File: config.mk
export PLATFORM = sky130hd
export DESIGN_NAME = pipeline_ctrl
export DESIGN_NICKNAME = d
export VERILOG_FILES = /design/src/rtl/pipeline_ctrl.sv
export SDC_FILE = /design/constraint.sdc
export NUM_CORES = 1
export LEC_CHECK = 0
export ABC_CLOCK_PERIOD_IN_PS = 2500
export BUFFER_PORTS_ARGS = -buffer_cell sky130_fd_sc_hd__buf_4
export CORE_AREA = 2 2 79 59
export CTS_CLUSTER_DIAMETER = 40
export CTS_CLUSTER_SIZE = 20
export DETAILED_ROUTE_END_ITERATION = 16
export DIE_AREA = 0 0 81 61
export PLACE_DENSITY = 0.75
export SKIP_LAST_GASP = 1
export SLEW_MARGIN = 40
export SYNTH_ARGS = -nofsm -noshare
export SYNTH_HDL_FRONTEND = slang
export SYNTH_SLANG_ARGS = --single-unit
File: constraint.sdc
create_clock -name CLK -period 2.5 [get_ports CLK]
set_clock_uncertainty 0.05 [all_clocks]
set_input_delay 0.5 -clock CLK [delete_from_list [all_inputs] [get_ports CLK]]
set_output_delay 0.5 -clock CLK [all_outputs]
set_load 0.01 [all_outputs]
File: src/rtl/pipeline_ctrl.sv
// Pipeline hazard/stall controller: data-memory waits, load-use bubbles,
// branch/jump flushes and sticky halt, plus saturating stall/flush counters.
module pipeline_ctrl #(
    parameter int unsigned CNT_W = 16
) (
    input  logic             CLK,
    input  logic             nRST,
    input  logic             ihit_i,
    input  logic             dmem_req_i,
    input  logic             dhit_i,
    input  logic             idex_memread_i,
    input  logic [4:0]       idex_rd_i,
    input  logic [4:0]       ifid_rs_i,
    input  logic [4:0]       ifid_rt_i,
    input  logic             jump_i,
    input  logic             branch_taken_i,
    input  logic             halt_wb_i,
    output logic             ifid_freeze_o,
    output logic             ifid_flush_o,
    output logic             idex_freeze_o,
    output logic             idex_flush_o,
    output logic             exmem_freeze_o,
    output logic             exmem_flush_o,
    output logic             memwb_flush_o,
    output logic             pc_en_o,
    output logic             halted_o,
    output logic [CNT_W-1:0] stall_cnt_o,
    output logic [CNT_W-1:0] flush_cnt_o
);

    localparam logic [CNT_W-1:0] CNT_MAX = '1;

    typedef enum logic [1:0] {
        RUN    = 2'd0,
        DWAIT  = 2'd1,
        BUBBLE = 2'd2,
        HALTED = 2'd3
    } state_e;

    state_e           state_q, state_d;
    logic             halted_q, halted_d;
    logic [CNT_W-1:0] stall_cnt_q, stall_cnt_d;
    logic [CNT_W-1:0] flush_cnt_q, flush_cnt_d;
    logic             dstall;
    logic             load_use;

    // State register, sticky halt flag and event counters
    always_ff @(posedge CLK or negedge nRST) begin
        if (!nRST) begin
            state_q     <= RUN;
            halted_q    <= 1'b0;
            stall_cnt_q <= '0;
            flush_cnt_q <= '0;
        end else begin
            state_q     <= state_d;
            halted_q    <= halted_d;
            stall_cnt_q <= stall_cnt_d;
            flush_cnt_q <= flush_cnt_d;
        end
    end

    // Next state and pipeline controls; priority halt > dmem > branch > load-use > jump > ihit
    always_comb begin
        state_d        = state_q;
        halted_d       = halted_q;
        ifid_freeze_o  = 1'b0;
        ifid_flush_o   = 1'b0;
        idex_freeze_o  = 1'b0;
        idex_flush_o   = 1'b0;
        exmem_freeze_o = 1'b0;
        exmem_flush_o  = 1'b0;
        memwb_flush_o  = 1'b0;
        pc_en_o        = 1'b0;

        // Once waiting, only dhit releases the stall
        if (state_q == DWAIT) begin
            dstall = !dhit_i;
        end else begin
            dstall = dmem_req_i && !dhit_i;
        end

        load_use = (state_q != BUBBLE) && idex_memread_i && (idex_rd_i != 5'd0) &&
                   ((idex_rd_i == ifid_rs_i) || (idex_rd_i == ifid_rt_i));

        if (state_q == HALTED) begin
            ifid_freeze_o  = 1'b1;
            idex_freeze_o  = 1'b1;
            exmem_freeze_o = 1'b1;
        end else if (dstall) begin
            ifid_freeze_o  = 1'b1;
            idex_freeze_o  = 1'b1;
            exmem_freeze_o = 1'b1;
            memwb_flush_o  = 1'b1;
            state_d        = DWAIT;
        end else begin
            state_d = RUN;
            if (branch_taken_i) begin
                ifid_flush_o = 1'b1;
                idex_flush_o = 1'b1;
                pc_en_o      = 1'b1;
            end else if (load_use) begin
                ifid_freeze_o = 1'b1;
                idex_flush_o  = 1'b1;
                state_d       = BUBBLE;
            end else if (jump_i) begin
                ifid_flush_o = 1'b1;
                pc_en_o      = 1'b1;
            end else begin
                pc_en_o = ihit_i;
            end
            if (halt_wb_i) begin
                state_d  = HALTED;
                halted_d = 1'b1;
            end
        end
    end

    // Saturating event counters
    always_comb begin
        stall_cnt_d = stall_cnt_q;
        flush_cnt_d = flush_cnt_q;
        if (!pc_en_o && (state_q != HALTED) && (stall_cnt_q != CNT_MAX)) begin
            stall_cnt_d = stall_cnt_q + CNT_W'(1);
        end
        if (ifid_flush_o && (flush_cnt_q != CNT_MAX)) begin
            flush_cnt_d = flush_cnt_q + CNT_W'(1);
        end
    end

    assign halted_o    = halted_q;
    assign stall_cnt_o = stall_cnt_q;
    assign flush_cnt_o = flush_cnt_q;

endmodule
Word level (Yosys, flattened, before mapping)
Cells that the tools add are included.
{"block": "totals", "regBits": 35, "input_bits": 24, "out_inout_bits": 41, "elab_cells": 53}
{"block": "op_classes", "n_addsub": 2, "eq_ne": 8, "mux": 25, "bitwise_logic": 2, "reduce_logical": 12}
{"cell": "adder 16 x 1 -> 16 bit, second input constant", "count": 2}
{"cell": "!= test 16 bit, second input constant", "count": 2}
{"cell": "two-way mux 1 bit", "count": 21}
{"cell": "equality test 5 bit", "count": 2}
{"cell": "two-way mux 2 bit", "count": 4}
{"cell": "logical AND 1 bit", "count": 7}
{"cell": "nonzero test 5 bit", "count": 1}
{"cell": "!= test 2 bit, second input constant", "count": 2}
{"cell": "AND reduction 3 bit", "count": 1}
{"cell": "equality test 2 x 1 -> 1 bit, second input constant", "count": 1}
{"cell": "equality test 2 bit, second input constant", "count": 1}
{"cell": "logical NOT 1 bit", "count": 2}
{"cell": "inverter 1 bit", "count": 2}
{"cell": "logical OR 1 bit", "count": 1}

Logic depth before layout (Yosys ltp)
Gate-level depths: netlist of the first run.
{"block": "depth", "ltp_word": 11, "mapped_depth": 8, "ltp_nobuf": 8}

Least setup slack after synthesis of the first run
No wires, ideal clock.
{"block": "synth_timing", "path_kind": "in2reg", "from": "in idex_rd_i[0]", "to": "reg flush_cnt_q[10], in the netlist flush_cnt_o[10]", "arrival_ns": 2.106, "setup_slack_ns": 0.218, "cell_stages": 6, "path_buffers": 0, "cell_sequence": "or4_1 o21ai_2 nor3_1 a211o_1 or3_4 xnor2_2"}
{"block": "synth_between", "elab_chain_cells": 8, "word_cells_on_any_way": 11, "classes_between": "2 x eq/ne; 4 x mux; 5 x reduce/logical"}
{"item": "start: declaration", "line_no": "12", "rtl": "input logic [4:0] idex_rd_i,"}
{"item": "equality test 5 bit or nonzero test 5 bit (tied branches)", "line_no": "83, 82"}
{"item": "logical OR 1 bit or logical AND 1 bit (tied branches)", "line_no": "83, 82"}
{"item": "logical AND 1 bit *", "line_no": "82", "rtl": "load_use = (state_q != BUBBLE) && idex_memread_i && (idex_rd_i != 5'd0) &&"}
{"item": "two-way mux 1 bit *", "line_no": "101", "rtl": "end else if (load_use) begin"}
{"item": "two-way mux 1 bit *", "line_no": "97", "rtl": "if (branch_taken_i) begin"}
{"item": "two-way mux 1 bit *", "line_no": "89", "rtl": "end else if (dstall) begin"}
{"item": "two-way mux 1 bit *", "line_no": "85", "rtl": "if (state_q == HALTED) begin"}
{"item": "logical AND 1 bit *", "line_no": "125", "rtl": "if (ifid_flush_o && (flush_cnt_q != CNT_MAX)) begin"}
{"item": "end signal: assignment", "line_no": "58", "rtl": "flush_cnt_q <= flush_cnt_d;"}
{"item": "end: declaration", "line_no": "43", "rtl": "logic [CNT_W-1:0] flush_cnt_q, flush_cnt_d;"}
Every way passes the cells marked *; elsewhere a longest branch is shown, timed or not.
A chain may end at the register's enable or synchronous reset.

Final worst setup path of the first run
{"block": "layout_timing", "from": "in idex_rd_i[1]", "to": "out idex_flush_o"}
{"block": "layout_between", "elab_chain_cells": 7, "word_cells_on_any_way": 10, "classes_between": "2 x eq/ne; 4 x mux; 4 x reduce/logical"}
{"item": "equality test 5 bit or nonzero test 5 bit (tied branches)", "line_no": "83, 82"}
{"item": "logical OR 1 bit or logical AND 1 bit (tied branches)", "line_no": "83, 82"}
{"item": "logical AND 1 bit *", "line_no": "82"}
{"item": "two-way mux 1 bit *", "line_no": "101"}
{"item": "two-way mux 1 bit *", "line_no": "97"}
{"item": "two-way mux 1 bit *", "line_no": "89"}
{"item": "two-way mux 1 bit *", "line_no": "85"}
{"item": "end: declaration", "line_no": "21", "rtl": "output logic idex_flush_o,"}
Marks and branches as above.

==> results.sh, run 1 <==
export IMPL_fillers=356
export IMPL_min_period_over_period_pct=100
export IMPL_io_pins=65
export IMPL_antenna_found_initial=0
export IMPL_drive_gt1_share_pct=35.8
export IMPL_routed_via_density=5.13
export IMPL_register_area_um2=876
export IMPL_placed_area_um2=2550
export IMPL_total_power_w=0.00239
export IMPL_clock_fmax_mhz=400
export IMPL_drv_cap=0
export IMPL_gp_congestion=0.819
export IMPL_dieArea_um2=4940
export IMPL_worstPathArrival_ns=1.95
export IMPL_yosysWarningCount=0
export IMPL_die_h_um=61
export IMPL_finalSetupTns_ns=-0.00275
export IMPL_syn_area_um2=1970
export IMPL_pre_cts_ws_ns=-0.0259
export IMPL_drt_iter0_drc=46
export IMPL_post_drt_wl_per_cell_um=13.8
export IMPL_nets=299
export IMPL_drt_total_wl_um=4530
export IMPL_hold_ws_ns=0.0957
export IMPL_io_buffer_count=63
export IMPL_pwr_density_cell_nw_per_um2=870
export IMPL_post_synth_inst_count=196
export IMPL_clkSinkCount=35
export IMPL_syn_to_final_growth_pct=38.9
export IMPL_hpwl_um=3300
export IMPL_setup_viol=1
export IMPL_clk_latency_ns=0.29
export IMPL_drtPass1Iterations=4
export IMPL_die_w_um=81
export IMPL_diodes=0
export IMPL_path_common_cell="buf_4"
export IMPL_grt_first_pass_wirelength_um=7420
export IMPL_syn_num_nets=222
export IMPL_hold_viol_final=0
export IMPL_tightest_slew_ns=0.509
export IMPL_grt_max_degree=36
export IMPL_avgSynthCellArea_um2=10.1
export IMPL_initial_utilization_pct=47.5
export IMPL_synth_seq_cells=35
export IMPL_cpMaxStageDelayCell="or4_4"
export IMPL_max_vdd_ir_drop_mv=0.607
export IMPL_leakage_nw=1.23
export IMPL_fin_crit_ns=2.50
export IMPL_crit_path_max_incr_delay_ns=0.54
export IMPL_layout_commonest_cell="buf_4"
export IMPL_grt_ovfl_total=0
export IMPL_cp_start_kind="input pin"
export IMPL_htree_levels=2
export IMPL_final_cell_mix="buf_4 (72), dfrtp_1 (35), xor2_1 (23)"
export IMPL_rows=20
export IMPL_outcome="finished with violations"
export IMPL_cts_hold_buffers=0
export IMPL_drc=0
export IMPL_hold_class="input pin to async pin"
export IMPL_rr_worst_depth=6
export IMPL_cts_tree="yes"
export IMPL_crit_fanout=2
export IMPL_relSlewSlack_pct=65.8
export IMPL_crit_path_end_kind="output pin"
export IMPL_r2r_start="stall_cnt_o[7]"
export IMPL_multi_input_area_um2=1070
export IMPL_cts_buffers=5
export IMPL_fin_area_um2=2740
export IMPL_path_cells="buf_6 -> or4_4 -> o21ai_4 -> buf_4 -> nand2b_4 -> nor2_1 -> o21a_1 -> buf_4"
export IMPL_dominantRegCellSynth="dfrtp_1"
export IMPL_antenna_left=0
export IMPL_num_vias=1687
export IMPL_rrSetupSlack_ns=0.30
export IMPL_core_area_um2=4150
export IMPL_grt_pass1_vias=1583
export IMPL_crit_required_ns=1.95
export IMPL_rr_endpoint="stall_cnt_o[15]"
export IMPL_cp_buffers_inverters=3
export IMPL_synth_async_reset_ratio_pct=100
export IMPL_rsz0062_at_grt="yes"
export IMPL_grt_usage_pct=20.1
export IMPL_layout_setup_ws_ns=-0.00275
export IMPL_clockRootBuffer="clkbuf_8"
export IMPL_cts_buffer_depth=2
export IMPL_synth_edff_count=0
export IMPL_violations="negative setup slack"
export IMPL_drv_slew=0
export IMPL_crit_type="input pin to output pin"
export IMPL_ys_seq_area_share_pct=44.4
export IMPL_cts_clk_slew_worst_paths_ns=0.08
export IMPL_crit_family="simple AND/OR/NAND/NOR gates"
export IMPL_yosysUniqueCellTypes=44
==> layer usage <==
layer | up-vias | track usage, % | share of wire (%)
met4 | 0 | 6.05 | 1.3
met3 | 6 | 7.74 | 5.1
met1 | 796 | 26.1 | 45
li1 | 838 | - | -
met5 | - | 0 | 0
met2 | 47 | 31.8 | 48
==> state kept, by name, summed over array words and instances, names as in the netlist <==
name / flops
flush_cnt_o: 16
halted_o: 1
stall_cnt_o: 16
state_q: 2
==> metrics by stage <==
stage	std cells	utilization, %
2_1_floorplan	196	-
3_3_place_gp	319	61.4
3_5_place_dp	319	61.4
4_1_cts	327	64.6
5_1_grt	329	66.0
6_report	329	66.0
==> repair_timing <==
action / CTS / global route
setup endpoints to repair: 1 / 3
gates resized for setup: 0 / 8
pin swaps: 1 / 5
buffers inserted: 0 / 2
endpoints found under the hold margin: 0 / 0
==> final cells by class <==
cell class                 count  area share, %
multi-input combinational    150           38.9
sequential                    35           31.9
timing repair buffer          75           20.9
clock buffer                   6           2.65
tap                           55           2.51
clock inverter                 2           2.19
inverter                       6          0.867
==> Yosys cell counts, types with 2 or more instances <==
| cell type | n | area share, % |
|---|---|---|
| nand3_1 | 14 | 3.6 |
| inv_1 | 5 | 0.95 |
| nand2_1 | 16 | 3.0 |
| a31oi_1 | 3 | 0.95 |
| and4_1 | 3 | 1.3 |
| nor4_1 | 4 | 1.3 |
| nor3_2 | 4 | 2.0 |
| nor3_1 | 8 | 2.0 |
| nand2b_1 | 4 | 1.3 |
| mux2_1 | 2 | 1.1 |
| nand4_1 | 6 | 1.9 |
| nor3b_1 | 2 | 0.76 |
| and3_1 | 4 | 1.3 |
| xor2_1 | 23 | 10 |
| xnor2_1 | 13 | 5.8 |
| ha_1 | 2 | 1.3 |
| o22ai_1 | 2 | 0.63 |
| a21oi_1 | 4 | 1.0 |
| buf_4 | 3 | 1.1 |
| nor4b_1 | 2 | 0.89 |
| dfrtp_1 | 35 | 44 |
| nor2_1 | 15 | 2.9 |
==> power by group <==
| group | leakage, nW | internal, W | switching (W) |
|---|---|---|---|
| Sequential | 0.406 | 0.000725 | 0.000208 |
| Combinational | 0.761 | 0.000439 | 0.000394 |
| Clock | 0.0654 | 0.000399 | 0.000221 |
==> worst max path at each step <==
stage                            start         endpoint  slack (ns)  depth (start not counted)
after global routing      idex_rd_i[1]     ifid_flush_o       -0.06                          7
after floorplan           idex_rd_i[0]  flush_cnt_o[10]        0.22                          6
after CTS                 idex_rd_i[0]     ifid_flush_o       0.008                          7
final                     idex_rd_i[1]     idex_flush_o      -0.003                          8
after detailed placement  idex_rd_i[0]     ifid_flush_o       -0.03                          7
after global placement    idex_rd_i[0]     ifid_flush_o     -0.0008                          7
==> kinds of logic after synthesis <==
group	after synthesis	share of synthesized area, %
xor+xnor	37	16.8
compound gates	16	6.09
simple gates	91	26.5
buf+inv	11	3.11
mux	3	1.65
flops	35	44.4
fa+ha+maj	2	1.27
other cells	1	0.190
(Power assumes the default switching activity.)
==> run 2: changes to the inputs <==
MAX_ROUTING_LAYER = met4   (was default)
PLACE_DENSITY = 0.76   (was 0.75)
==> run 2 against run 1 <==
Effect of this change:
- the run now ends clean
- global-route usage grew 1.0 points
- routed wire length grew 2.7%
- utilization shrank 0.18 points
- cell area shrank 0.27%
- final cell count shrank 0.30%
- count of clock-buffer cells in the layout is the same
- sequential share of layout area grew 0.088 points
- flip-flop and latch count is the same
- largest power group unchanged
- worst hold slack gained 0.0040 ns
- fmax grew 0.85%
- critical endpoint is now ifid_flush_o
- register-to-register slack gained 0.02 ns
==> results.sh, run 2 (synthesized netlist as in run 1, its figures left out) <==
export IMPL_drtPass1Iterations=4
export IMPL_rsz0062_at_grt="yes"
export IMPL_pwr_share_comb_pct=34.9
export IMPL_cp_start_kind="input pin"
export IMPL_grt_pass1_vias=1642
export IMPL_power_clock_fraction_pct=25.7
export IMPL_grt_ovfl_total=0
export IMPL_crit_path_end_kind="output pin"
export IMPL_layout_commonest_cell="buf_4"
export IMPL_worstPathArrival_ns=1.93
export IMPL_cts_hold_buffers=0
export IMPL_stdcell_count=328
export IMPL_die_h_um=61
export IMPL_fin_util_pct=65.8
export IMPL_clock_fmax_mhz=403
export IMPL_grt_first_pass_wirelength_um=7620
export IMPL_clk_latency_ns=0.29
export IMPL_antenna_found_initial=0
export IMPL_max_vdd_ir_drop_mv=0.551
export IMPL_tightest_slew_ns=0.504
export IMPL_place_inst=319
export IMPL_clockRootBuffer="clkbuf_8"
export IMPL_p_int_w=0.00156
export IMPL_setup_viol=0
export IMPL_rows=20
export IMPL_drv_slew=0
export IMPL_clkSinkCount=35
export IMPL_cts_tree="yes"
export IMPL_drt_total_wl_um=4660
export IMPL_relSlewSlack_pct=66.1
export IMPL_core_area_um2=4150
export IMPL_outcome="finished clean"
export IMPL_crit_required_ns=1.95
export IMPL_dieArea_um2=4940
export IMPL_hold_class="input pin to async pin"
export IMPL_placed_area_um2=2550
export IMPL_num_vias=1693
export IMPL_hold_viol_final=0
export IMPL_drt_iter0_drc=52
export IMPL_power_switching_w=0.000818
export IMPL_sw_frac_of_total_pct=34.4
export IMPL_hpwl_um=3380
export IMPL_grt_usage_pct=21.2
export IMPL_routed_via_density=5.16
export IMPL_crit_fanout=4
export IMPL_antenna_left=0
export IMPL_leakage_nw=1.23
export IMPL_die_w_um=81
export IMPL_min_period_over_period_pct=99.3
export IMPL_cts_clk_slew_worst_paths_ns=0.07
export IMPL_fin_area_um2=2730
export IMPL_syn_to_final_growth_pct=38.6
export IMPL_crit_type="input pin to output pin"
export IMPL_drv_cap=0
export IMPL_diodes=0
export IMPL_cts_buffers=5
export IMPL_fin_crit_ns=2.48
export IMPL_post_drt_wl_per_cell_um=14.2
export IMPL_cts_buffer_depth=2
export IMPL_grt_max_degree=36
export IMPL_io_buffer_count=63
export IMPL_io_pins=65
export IMPL_htree_levels=2
export IMPL_pwr_share_seq_pct=39.4
export IMPL_drc=0
export IMPL_nets=298
export IMPL_pwr_density_cell_nw_per_um2=871
export IMPL_gp_congestion=0.864
export IMPL_initial_utilization_pct=47.5
export IMPL_drive_gt1_share_pct=35.9
export IMPL_final_cell_mix="buf_4 (71), dfrtp_1 (35), xor2_1 (23)"
==> run 2: cell count changes in the layout (fill, tap and decap cells not counted) <==
cell	previous run	this run
nor3_2	4	5
nor3_4	1	0
o22ai_2	0	1
o22ai_1	2	1
buf_4	72	71
==> run 2: timing repair <==
item / in CTS / in global routing
setup buffers: 0 / 1
pin swaps: 1 / 5
setup endpoints to repair: 1 / 3
gates resized for setup: 0 / 8
==> run 2: power groups by stage <==
stage	clock, W	combinational, W	sequential (W)
after floorplan	0	0.000358	0.000975
after global placement	0	0.000803	0.000935
after detailed placement	0	0.000825	0.000949
after CTS	0.000618	0.000829	0.000940
after global routing	0.000653	0.000911	0.000968
final	0.000611	0.000832	0.000938
==> run 2: area by class of cell <==
type	instances	area, um^2
Clock buffer	6	72.6
Clock inverter	2	60.1
Fill cell	371	1420
Inverter	6	23.8
Multi-Input combinational cell	150	1070
Sequential cell	35	876
Tap cell	55	68.8
Timing Repair Buffer	74	567
==> run 2: worst paths after layout <==
| check | from | endpoint | slack, ns | depth (start not counted) |
|---|---|---|---|---|
| max reg2reg | stall_cnt_o[8] | stall_cnt_o[15] | 0.32 | 6 |
| min reg2reg | halted_o | halted_o | 0.42 | 1 |
| min in group CLK | halt_wb_i | state_q[0] | 0.36 | 2 |
| min | nRST | stall_cnt_o[5] | 0.1 | 1 |
| max | idex_rd_i[1] | ifid_flush_o | 0.02 | 7 |
| max in group asynchronous | nRST | flush_cnt_o[4] | 1.98 | 1 |
==> run 2: metrics by stage <==
stage / TNS (ns) / hold WS, ns / total power (W) / setup slack, ns
final: 0 / 0.0997 / 0.00238 / 0.0184
after CTS: 0 / 0.110 / 0.00239 / 0.00907
after detailed placement: -0.0262 / 0.408 / 0.00177 / -0.0254
after floorplan: 0 / 0.154 / 0.00133 / 0.218
after global placement: 0 / 0.408 / 0.00174 / 0.0133
after global routing: -0.0830 / 0.117 / 0.00253 / -0.0423
==> run 2: layer usage <==
metal | up-vias | global-route usage (%) | routed length (um)
met2 | 40 | 34.0 | 2240
met4 | 0 | 6.78 | 59
met3 | 7 | 4.76 | 222
met5 | - | - | 0
met1 | 812 | 26.9 | 2140
li1 | 834 | - | -
==> run 2: critical path: stages <==
cell and delay, ns:
buf_6 0.09, or4_4 0.53, o21ai_4 0.17, nor3_2 0.07
a211o_1 0.37, clkinv_2 0.09, buf_6 0.10
